===== config.mk =====
export PLATFORM = sky130hd
export DESIGN_NAME = race_state_encoder
export DESIGN_NICKNAME = d
export VERILOG_FILES = /design/src/rtl/race_state_encoder.sv
export SDC_FILE = /design/constraint.sdc
export NUM_CORES = 1
export LEC_CHECK = 0
export ABC_CLOCK_PERIOD_IN_PS = 2860
export CAP_MARGIN = 20
export CORE_MARGIN = 2
export CORE_UTILIZATION = 28
export CTS_CLUSTER_SIZE = 16
export DETAILED_ROUTE_END_ITERATION = 8
export GPL_TIMING_DRIVEN = 0
export MAX_ROUTING_LAYER = met4
export PLACE_DENSITY = 0.49
export SYNTH_ARGS = -nofsm -noshare
export SYNTH_HDL_FRONTEND = slang
export SYNTH_SLANG_ARGS = --single-unit

===== constraint.sdc =====
create_clock -name clk -period 2.86 [get_ports clk]
set_clock_uncertainty 0.15 [all_clocks]
set_input_delay 0.429 -clock clk [delete_from_list [all_inputs] [get_ports clk]]
set_output_delay 0.429 -clock clk [all_outputs]
set_load 0.01 [all_outputs]

===== src/rtl/race_state_encoder.sv =====
// race_state_encoder: race sequencer producing game state, countdown digit, lap count and race timer.
// Define RACE_SYNC_EN to build the SYNCING handshake with the peer unit and its timeout counter.
module race_state_encoder #(
  parameter int CLK_HZ         = 100_000_000,
  parameter int SYNC_TIMEOUT_S = 5,
  parameter int MAX_LAPS       = 9
) (
  input  logic        clk,
  input  logic        rst,
  input  logic        btn_start,
  input  logic        btn_back,
  input  logic        btn_pause,
  input  logic        btn_up,
  input  logic        btn_down,
  input  logic        peer_ready,
  input  logic        lap_pulse,
  output logic [2:0]  state,
  output logic [1:0]  cd_digit,
  output logic [3:0]  target_laps,
  output logic [3:0]  lap_cnt,
  output logic [15:0] race_cs,
  output logic        sync_fail
);

  // state     | meaning
  // IDLE      | waiting for start; lap/time counters cleared
  // SETTING   | adjusting target_laps
  // SYNCING   | waiting for peer_ready (RACE_SYNC_EN only)
  // COUNTDOWN | 3-2-1 countdown, one second per digit
  // RACING    | race timer running, laps counted
  // PAUSE     | race timer frozen, laps ignored
  // FINISH    | results held until start/back
  localparam logic [2:0] S_IDLE      = 3'd0;
  localparam logic [2:0] S_SETTING   = 3'd1;
  localparam logic [2:0] S_SYNCING   = 3'd2;
  localparam logic [2:0] S_COUNTDOWN = 3'd3;
  localparam logic [2:0] S_RACING    = 3'd4;
  localparam logic [2:0] S_PAUSE     = 3'd5;
  localparam logic [2:0] S_FINISH    = 3'd6;

  localparam int CS_DIV = CLK_HZ / 100;
  localparam int PW     = (CS_DIV > 1) ? $clog2(CS_DIV) : 1;
  localparam int CW     = (CLK_HZ > 1) ? $clog2(CLK_HZ) : 1;
  localparam logic [PW-1:0] PRESC_LOAD = PW'(CS_DIV - 1);
  localparam logic [CW-1:0] CD_LOAD    = CW'(CLK_HZ - 1);
  localparam logic [3:0]    LAPS_MAX   = 4'(MAX_LAPS);

  logic [2:0]    state_nxt;
  logic [CW-1:0] cd_timer;
  logic [PW-1:0] presc;
  logic          cd_tc;
  logic          presc_tc;
  logic [3:0]    lap_next;
  logic          lap_done;

  logic act_back;
  logic act_start;
  logic act_pause;
  logic act_up;
  logic act_down;

  // Strict priority: only the highest asserted button is considered at all.
  assign act_back  = btn_back;
  assign act_start = btn_start & ~btn_back;
  assign act_pause = btn_pause & ~btn_back & ~btn_start;
  assign act_up    = btn_up & ~btn_back & ~btn_start & ~btn_pause;
  assign act_down  = btn_down & ~btn_back & ~btn_start & ~btn_pause & ~btn_up;

  assign cd_tc    = (cd_timer == '0);
  assign presc_tc = (presc == '0);
  assign lap_next = lap_cnt + 4'd1;
  assign lap_done = lap_pulse && (lap_next == target_laps);

`ifdef RACE_SYNC_EN
  localparam longint SYNC_CYC = longint'(CLK_HZ) * longint'(SYNC_TIMEOUT_S);
  localparam int     SW       = (SYNC_CYC > 1) ? $clog2(SYNC_CYC) : 1;
  localparam logic [SW-1:0] SYNC_LOAD = SW'(SYNC_CYC - 1);

  logic [SW-1:0] sync_timer;
  logic          sync_tc;
  logic          sync_to;
  logic          sync_fail_q;

  assign sync_tc = (sync_timer == '0);
`else
  logic unused_peer;
  assign unused_peer = peer_ready;
`endif

  always_comb begin
    state_nxt = state;
`ifdef RACE_SYNC_EN
    sync_to = 1'b0;
`endif
    case (state)
      S_IDLE: begin
        if (act_start) state_nxt = S_SETTING;
      end
      S_SETTING: begin
        if (act_back) begin
          state_nxt = S_IDLE;
        end else if (act_start) begin
`ifdef RACE_SYNC_EN
          state_nxt = S_SYNCING;
`else
          state_nxt = S_COUNTDOWN;
`endif
        end
      end
      S_SYNCING: begin
`ifdef RACE_SYNC_EN
        // peer_ready is checked before the timeout so a late handshake still wins.
        if (act_back) begin
          state_nxt = S_SETTING;
        end else if (peer_ready) begin
          state_nxt = S_COUNTDOWN;
        end else if (sync_tc) begin
          state_nxt = S_SETTING;
          sync_to   = 1'b1;
        end
`else
        state_nxt = S_SETTING;
`endif
      end
      S_COUNTDOWN: begin
        if (act_back) begin
          state_nxt = S_IDLE;
        end else if (cd_tc && (cd_digit == 2'd1)) begin
          state_nxt = S_RACING;
        end
      end
      S_RACING: begin
        if (lap_done) begin
          state_nxt = S_FINISH;
        end else if (act_back) begin
          state_nxt = S_IDLE;
        end else if (act_pause) begin
          state_nxt = S_PAUSE;
        end
      end
      S_PAUSE: begin
        if (act_back) begin
          state_nxt = S_IDLE;
        end else if (act_pause) begin
          state_nxt = S_RACING;
        end
      end
      S_FINISH: begin
        if (act_back || act_start) state_nxt = S_IDLE;
      end
      default: state_nxt = S_IDLE;
    endcase
  end

  always_ff @(posedge clk) begin
    if (!rst) begin
      state       <= S_IDLE;
      cd_digit    <= 2'd0;
      cd_timer    <= '0;
      target_laps <= 4'd3;
      lap_cnt     <= 4'd0;
      race_cs     <= 16'd0;
      presc       <= '0;
    end else begin
      state <= state_nxt;

      if (state == S_SETTING) begin
        if (act_up && (target_laps < LAPS_MAX)) begin
          target_laps <= target_laps + 4'd1;
        end else if (act_down && (target_laps > 4'd1)) begin
          target_laps <= target_laps - 4'd1;
        end
      end

      // Digit and its one-second down-counter are loaded on entry so the first
      // COUNTDOWN cycle already shows 3.
      if ((state_nxt == S_COUNTDOWN) && (state != S_COUNTDOWN)) begin
        cd_digit <= 2'd3;
        cd_timer <= CD_LOAD;
      end else if ((state == S_COUNTDOWN) && (state_nxt == S_COUNTDOWN)) begin
        if (cd_tc) begin
          cd_digit <= cd_digit - 2'd1;
          cd_timer <= CD_LOAD;
        end else begin
          cd_timer <= cd_timer - 1'b1;
        end
      end else begin
        cd_digit <= 2'd0;
        cd_timer <= '0;
      end

      if (state == S_COUNTDOWN) begin
        presc   <= PRESC_LOAD;
        race_cs <= 16'd0;
        lap_cnt <= 4'd0;
      end else if (state == S_RACING) begin
        if (presc_tc) begin
          presc <= PRESC_LOAD;
          if (race_cs != 16'hFFFF) race_cs <= race_cs + 16'd1;
        end else begin
          presc <= presc - 1'b1;
        end
        if (lap_pulse) lap_cnt <= lap_next;
      end

      if ((state_nxt == S_IDLE) && (state != S_IDLE)) begin
        presc   <= '0;
        race_cs <= 16'd0;
        lap_cnt <= 4'd0;
      end
    end
  end

`ifdef RACE_SYNC_EN
  always_ff @(posedge clk) begin
    if (!rst) begin
      sync_timer  <= '0;
      sync_fail_q <= 1'b0;
    end else begin
      sync_fail_q <= sync_to;
      if (state != S_SYNCING) begin
        sync_timer <= SYNC_LOAD;
      end else if (!sync_tc) begin
        sync_timer <= sync_timer - 1'b1;
      end
    end
  end

  assign sync_fail = sync_fail_q;
`else
  assign sync_fail = 1'b0;
`endif

endmodule


==> summary.md, run 1 <==
| Metric | Value |
|---|---|
| Status | finished clean |
| IO Port Bufs | 36 |
| Startpoint types | primary input |
| GRT Total Usage | 0.124 |
| Reg clk slew, reported paths | 0.06 ns |
| Synth top area share | 0.398 |
| Leading register cell type out of synthesis | dfxtp_1 |
| Largest net degree at the start of global routing | 13 |
| Fraction of layout cells with a size suffix above 1 | 0.0813 |
| Post-route ant nets | 0 |
| GP Congestion | 0.779 |
| Asr flop ratio synth | 0 |
| CTS Buffer Depth | 2 |
| R2r endpoint | race_cs[15]$_SDFFE_PP0P_ |
| IO Pins | 39 |
| RSZ-0062 raised after global routing | no |
| Area of the core | 13,300 µm² |
| Root Buffer | clkbuf_16 |
| # hold bufs at CTS | 0 |
| Worst setup margin | 0.373 ns |
| Area Growth Syn to Fin | 23.5% |
| Cell family with most CP delay | buffers and inverters |
| Sequential share of power | 0.447 |
| Global-route wire length before repair | 14,400 µm |
| Post-synth cell types | 55 |
| DRC Markers | 0 |
| Worst Tran Pin Value | 0.570 ns |
| Total CTS buffers | 9 |
| Critical Path Sink Type | flip-flop |
| CP max FO | 10 |
| Critical-path top delay cell | clkdlybuf4s50_1 |
| Power per cell area | 505 nW/µm² |
| Pre-Repair DR Iteration Count | 4 |
| Leading cell type in the layout, fill and taps excluded | dfxtp_1 |
| Final worst-path cycle share | 0.869 |
| Switching share of power | 0.205 |
| Die Wd | 121 µm |
| # rows | 42 |
| Final critical-path required period | 2.49 ns |
| Reg-to-Reg Start | state[0]$_SDFF_PN0_ |
| CTS Sinks | 76 |
| Synthesized area per cell | 8.70 µm² |
| Mapped Nets | 458 |
| WL per Instance | 12.1 µm |
| Post_cts resized | 0 |
| Initial antenna violation count | 0 |
| Routed vias | 3,111 |
| CP max stage delay | 0.59 ns |
| Detailed Route WL | 8110 µm |
| Pins Over Slew Limit | 0 |
| Crit path from | btn_start |
| Post-synth EDFFs | 0 |
| Reg-to-reg slack, setup | 0.40 ns |
| Syn Inst Count | 440 |
| CTS tree | built |
| Sequential area share after synthesis | 0.398 |
| Starting DRC count in detailed routing | 129 |
| Final hold violation count | 0 |
| Pre-CTS WS | 0.0367 ns |
| Buffer and inverter count on the worst path | 2 |
| LEAKAGE | 1.84 nW |
| Nets | 505 |
| Most frequent cells in the layout | 76 x dfxtp_1, 58 x nor2_1, 43 x a21oi_1 |
| Starting density of the core | 0.288 |
| Clk_lat worst skew | 0.33 ns |
| Antenna diode count | 0 |
| Placed wire-length estimate | 5870 µm |
| Area leader, netlist | dfxtp_1 |
| Total grt overflow | 0 |
| Comb pwr share | 0.047 |
| CP Data Arrival Time | 2.60 ns |
| Mapped Area | 3830 µm² |
| Worst EP required | 2.97 ns |
| Synth area leaders | dfxtp_1 40%, xnor2_1 8.9%, xor2_1 6.9%, nor2_1 5.7%, a21oi_1 5.6% |
| Setup TNS | 0 ns |
| Critical Path Stages | 8 |
| Min-delay src | cd_timer[17]$_SDFF_PP0_ |
| Vias in the first global route | 3,143 |
| Critical Path Most Common Cell | a21oi_1 |
| Crit path kind | in -> reg |
| Synth warnings | 0 |
| P_sw | 0.000488 W |
| Clock share of power | 0.506 |
| Setup Viol. Count Final | 0 |
| Vias per Instance | 4.66 |
| FMAX | 0.402 GHz |
| # Post-CTS Setup Buffers | 0 |
| CP endpoint | lap_cnt[1]$_SDFFE_PP0P_ |
| Die Ht | 121 µm |
| Hold WC Path Type | reg -> reg |
| Peak supply drop | 0.271 mV |
| Worst-path cell chain | clkdlybuf4s50_1 > or4bb_1 > a21oi_1 > a41oi_1 > a41o_1 > nand2b_4 > buf_2 > a21oi_1 |
| Max-slew headroom | 0.617 |
| P_int | 0.00190 W |
| R2R depth | 7 |
| Seq cells post-synth | 76 |
| H-tree levels | 3 |
| Die Area | 14,600 µm² |
| Max-cap violation count | 0 |
## through the flow
| stage | hold WS, ns | area [µm²] | cells | total power, W | utilization |
|---|---|---|---|---|---|
| after detailed placement | 0.333 | 4410 | 652 | 0.00120 | 0.331 |
| final | 0.341 | 4720 | 668 | 0.00239 | 0.355 |
| after CTS | 0.346 | 4720 | 668 | 0.00243 | 0.355 |
| after global routing | 0.372 | 4720 | 668 | 0.00249 | 0.355 |
| after global placement | 0.328 | 4410 | 652 | 0.00120 | 0.331 |
| after floorplan | 0.302 | 3830 | 440 | 0.00117 | - |
## cells by family after synthesis
group                      count (synthesis)  share of synthesized area
and+or+nand+nor                          189                      0.267
DFF                                       76                      0.398
xor gates and xnor gates                  69                      0.158
AOI/OAI and AO/OA                         62                     0.0965
buffers and inverters                     29                     0.0373
adders and majority gates                  9                     0.0294
muxes                                      5                     0.0131
other                                      1                   0.000980
## power groups by stage
stage	Combinational, W	Clock [W]	Sequential (W)
3_3_place_gp	0.000114	0	0.00109
4_1_cts	0.000115	0.00125	0.00107
3_5_place_dp	0.000114	0	0.00109
2_1_floorplan	0.0000794	0	0.00109
6_report	0.000113	0.00121	0.00107
5_1_grt	0.000127	0.00130	0.00107
## worst min-delay path by stage
stage | endpoint | slack, ns | cells after the start
3_5_place_dp | cd_timer[0]$_SDFF_PN0_ | 0.33 | 1
6_report | cd_timer[17]$_SDFF_PP0_ | 0.34 | 2
5_1_grt | cd_timer[0]$_SDFF_PN0_ | 0.37 | 1
3_3_place_gp | cd_timer[0]$_SDFF_PN0_ | 0.33 | 1
4_1_cts | cd_timer[17]$_SDFF_PP0_ | 0.35 | 2
2_1_floorplan | cd_timer[0]$_SDFF_PN0_ | 0.30 | 1
## sequential cells by signal (all words and copies together), names as in the netlist
name	count
cd_digit	2
cd_timer	27
lap_cnt	4
presc	20
race_cs	16
state	3
target_laps	4
## per-layer routing
metal,up-vias,track usage,part of all wire
li1,1613,-,-
met1,1463,0.154,0.50
met2,27,0.199,0.47
met3,8,0.0296,0.024
met4,0,0.0392,0.014
met5,-,-,0
## cell usage after synthesis, types with 2 or more instances
library cell   n
nor2b_1        3
or3_1          9
o21ai_0        5
buf_6          2
ha_1           9
inv_1         14
nand3b_1       5
dfxtp_1       76
nand2b_1       3
nor2_1        58
nand3_1       14
nor4_1         8
buf_4          3
and4_1         2
nor3b_1        2
or4_1          3
nand2_1       33
nor4_2         3
mux2i_1        5
buf_2          6
clkbuf_1       4
nand4_1       13
a21oi_1       43
xor2_1        30
xnor2_1       39
or4bb_1        2
nor3_1        18
## worst register-to-register path: cells and delay by family (launching register included)
| kind | cells | cell delay [ns] |
|---|---|---|
| xor+xnor | 1 | 0.17 |
| buf+inv | 1 | 0.18 |
| flops | 1 | 0.32 |
| simple gates | 5 | 1.53 |
## cell type report
| class | instances | area [µm²] |
|---|---|---|
| fill | 1352 | 8570 |
| multi-input combinational | 335 | 2160 |
| sequential | 76 | 1520 |
| timing repair buffer | 36 | 360 |
| clock buffer | 11 | 243 |
| tap | 176 | 220 |
| buffer | 15 | 90.1 |
| clock inverter | 5 | 75.1 |
| inverter | 14 | 52.6 |
(Power assumes the default switching activity.)
==> run 2: changes to the inputs <==
- DONT_BUFFER_PORTS: not set -> 1
- PLACE_DENSITY: 0.49 -> 0.45
==> summary.md, run 2 (same netlist as run 1, synthesis figures left out) <==
| Metric | Value |
|---|---|
| Status | finished clean |
| IO Pins | 39 (unchanged) |
| Starting DRC count in detailed routing | 116 (-10%) |
| Reg with most FFs | cd_timer |
| Startpoint types | flip-flop |
| Vias in the first global route | 2,947 (-6.2%) |
| Clk_lat worst skew | 0.34 ns (about the same) |
| CTS Sinks | 76 (unchanged) |
| Fraction of layout cells with a size suffix above 1 | 0.0853 (+0.00404) |
| CP max FO | 10 (unchanged) |
| Leading cell type in the layout, fill and taps excluded | dfxtp_1 |
| Reg clk slew, reported paths | 0.06 ns (about the same) |
| Max-cap violation count | 0 (unchanged) |
| Detailed Route WL | 8110 µm (about the same) |
| Busiest layer in global routing | met2 |
| GR Util met3 | 0.0362 (+0.00658) |
| DRC Markers | 0 (unchanged) |
| GRT Total Usage | 0.124 (about the same) |
| GP Congestion | 0.807 (+3.7%) |
| CTS Buffer Depth | 2 (unchanged) |
| Reg-to-reg slack, setup | 0.29 ns (-0.11 ns) |
| Post_cts resized | 0 (unchanged) |
| Antenna diode count | 0 (unchanged) |
| CTS tree | built |
| RSZ-0062 raised after global routing | no |
| Multi-input gate area | 2160 µm² (unchanged) |
| Final worst-path cycle share | 0.897 (+0.0276) |
| Crit path from | state[0]$_SDFF_PN0_ |
| Total grt overflow | 0 (unchanged) |
| Die Ht | 121 µm (unchanged) |
| Critical Path Sink Type | flip-flop |
| Initial antenna violation count | 0 (unchanged) |
| Largest net degree at the start of global routing | 13 (unchanged) |
| Worst Tran Pin Value | 0.566 ns (-0.00409 ns) |
| WL per Instance | 12.8 µm (+5.4%) |
| # rows | 42 (unchanged) |
| Sequential cell area | 1520 µm² (unchanged) |
| # Post-CTS Setup Buffers | 0 (unchanged) |
| Vias per Instance | 4.74 (+1.8%) |
| # fillers | 1,404 (+3.8%) |
| Routed vias | 3,000 (-3.6%) |
| Placed wire-length estimate | 5880 µm (+0.17%) |
| Most frequent cells in the layout | 76 x dfxtp_1, 58 x nor2_1, 43 x a21oi_1 |
| Total CTS buffers | 9 (unchanged) |
| Global-route wire length before repair | 14,100 µm (-2.1%) |
| Setup TNS | 0 ns (unchanged) |
| Hold WC Path Type | in -> reg |
| Final critical-path required period | 2.57 ns (+0.0789 ns) |
| CP Data Arrival Time | 2.64 ns (+0.04 ns) |
| Met1 Use GR | 0.141 (-0.0122) |
| Reg-to-Reg Start | state[0]$_SDFF_PN0_ |
| Max-slew headroom | 0.622 (+0.00524) |
| LEAKAGE | 1.69 nW (-8.2%) |
| Total power | 0.00218 W (-8.6%) |
| Die Wd | 121 µm (unchanged) |
| H-tree levels | 3 (unchanged) |
| Routing usage on met2 | 0.206 (+0.00702) |
| Peak supply drop | 0.221 mV (-18%) |
| Setup Viol. Count Final | 0 (unchanged) |
| Root Buffer | clkbuf_16 |
| IO Port Bufs | 0 (-100%) |
| Pre-Repair DR Iteration Count | 4 (unchanged) |
| FMAX | 0.390 GHz (-3.1%) |
| Post-route ant nets | 0 (unchanged) |
| Area Growth Syn to Fin | 12.9% |
| Crit path kind | reg -> reg |
| Nets | 470 (-6.9%) |
| Min-delay src | rst |
| Worst EP required | 2.93 ns (-0.04 ns) |
| Starting density of the core | 0.288 (unchanged) |
| Regs by FF count | cd_timer: 27 flops, presc: 20 flops, race_cs: 16 flops |
| Die Area | 14,600 µm² (unchanged) |
| Final hold violation count | 0 (unchanged) |
| Area of the core | 13,300 µm² (unchanged) |
| Max FFs per register | 27 (unchanged) |
| Power per cell area | 505 nW/µm² (about the same) |
| Pins Over Slew Limit | 0 (unchanged) |
==> run 2: metrics by stage <==
step	worst slack, ns	instance area, µm²	hold WS, ns	std cells	utilization
floorplan	0.676	3830	0.302	440	-
global placement	0.284	4050	0.330	616	0.304
detailed placement	0.309	4050	0.332	616	0.304
CTS	0.284	4320	0.0182	633	0.325
global route	0.0469	4320	0.0328	633	0.325
finish	0.295	4320	0.0315	633	0.325
==> run 2: worst paths after layout <==
path,to,cells after the start
min,target_laps[1]$_SDFFE_PN1P_,1
min reg2reg,cd_timer[17]$_SDFF_PP0_,2
max reg2reg,race_cs[15]$_SDFFE_PP0P_,7
max,race_cs[15]$_SDFFE_PP0P_,7
==> run 2: routing by layer <==
metal / up-vias / share of wire
met4: 0 / 0.017
met2: 32 / 0.49
met1: 1414 / 0.46
met3: 10 / 0.034
met5: - / 0
li1: 1544 / -
==> run 2: worst max-delay path: stages, from the launching register on <==
cell and delay (ns):
dfxtp_1 0.36, buf_2 0.20, nor3b_2 0.41, nand4_1 0.33
nor4b_2 0.61, nand4_1 0.18, xor2_1 0.16, nor2_1 0.05
==> run 2: final cells by class <==
type	count	share of cell area
inverter	14	0.0122
sequential	76	0.352
clock buffer	11	0.0539
tap	176	0.0510
timing repair buffer	1	0.00232
clock inverter	5	0.00666
buffer	15	0.0209
multi-input combinational	335	0.501
==> run 2: repair_timing <==
item                       in CTS  in global routing
setup endpoints to repair       0                  0
hold endpoints to repair        1                  0
hold buffers                    1                  0
==> run 2: power by group <==
| group | switching [W] | internal (W) | total (W) |
|---|---|---|---|
| Combinational | 0.0000553 | 0.0000420 | 0.0000973 |
| Sequential | 0.00000515 | 0.00106 | 0.00107 |
| Clock | 0.000432 | 0.000583 | 0.00101 |
==> run 3: changes to the inputs <==
- CTS_CLUSTER_DIAMETER: not set -> 200
==> results of run 3 <==
No change in the layout: final DEF, timing and power equal those of run 2.
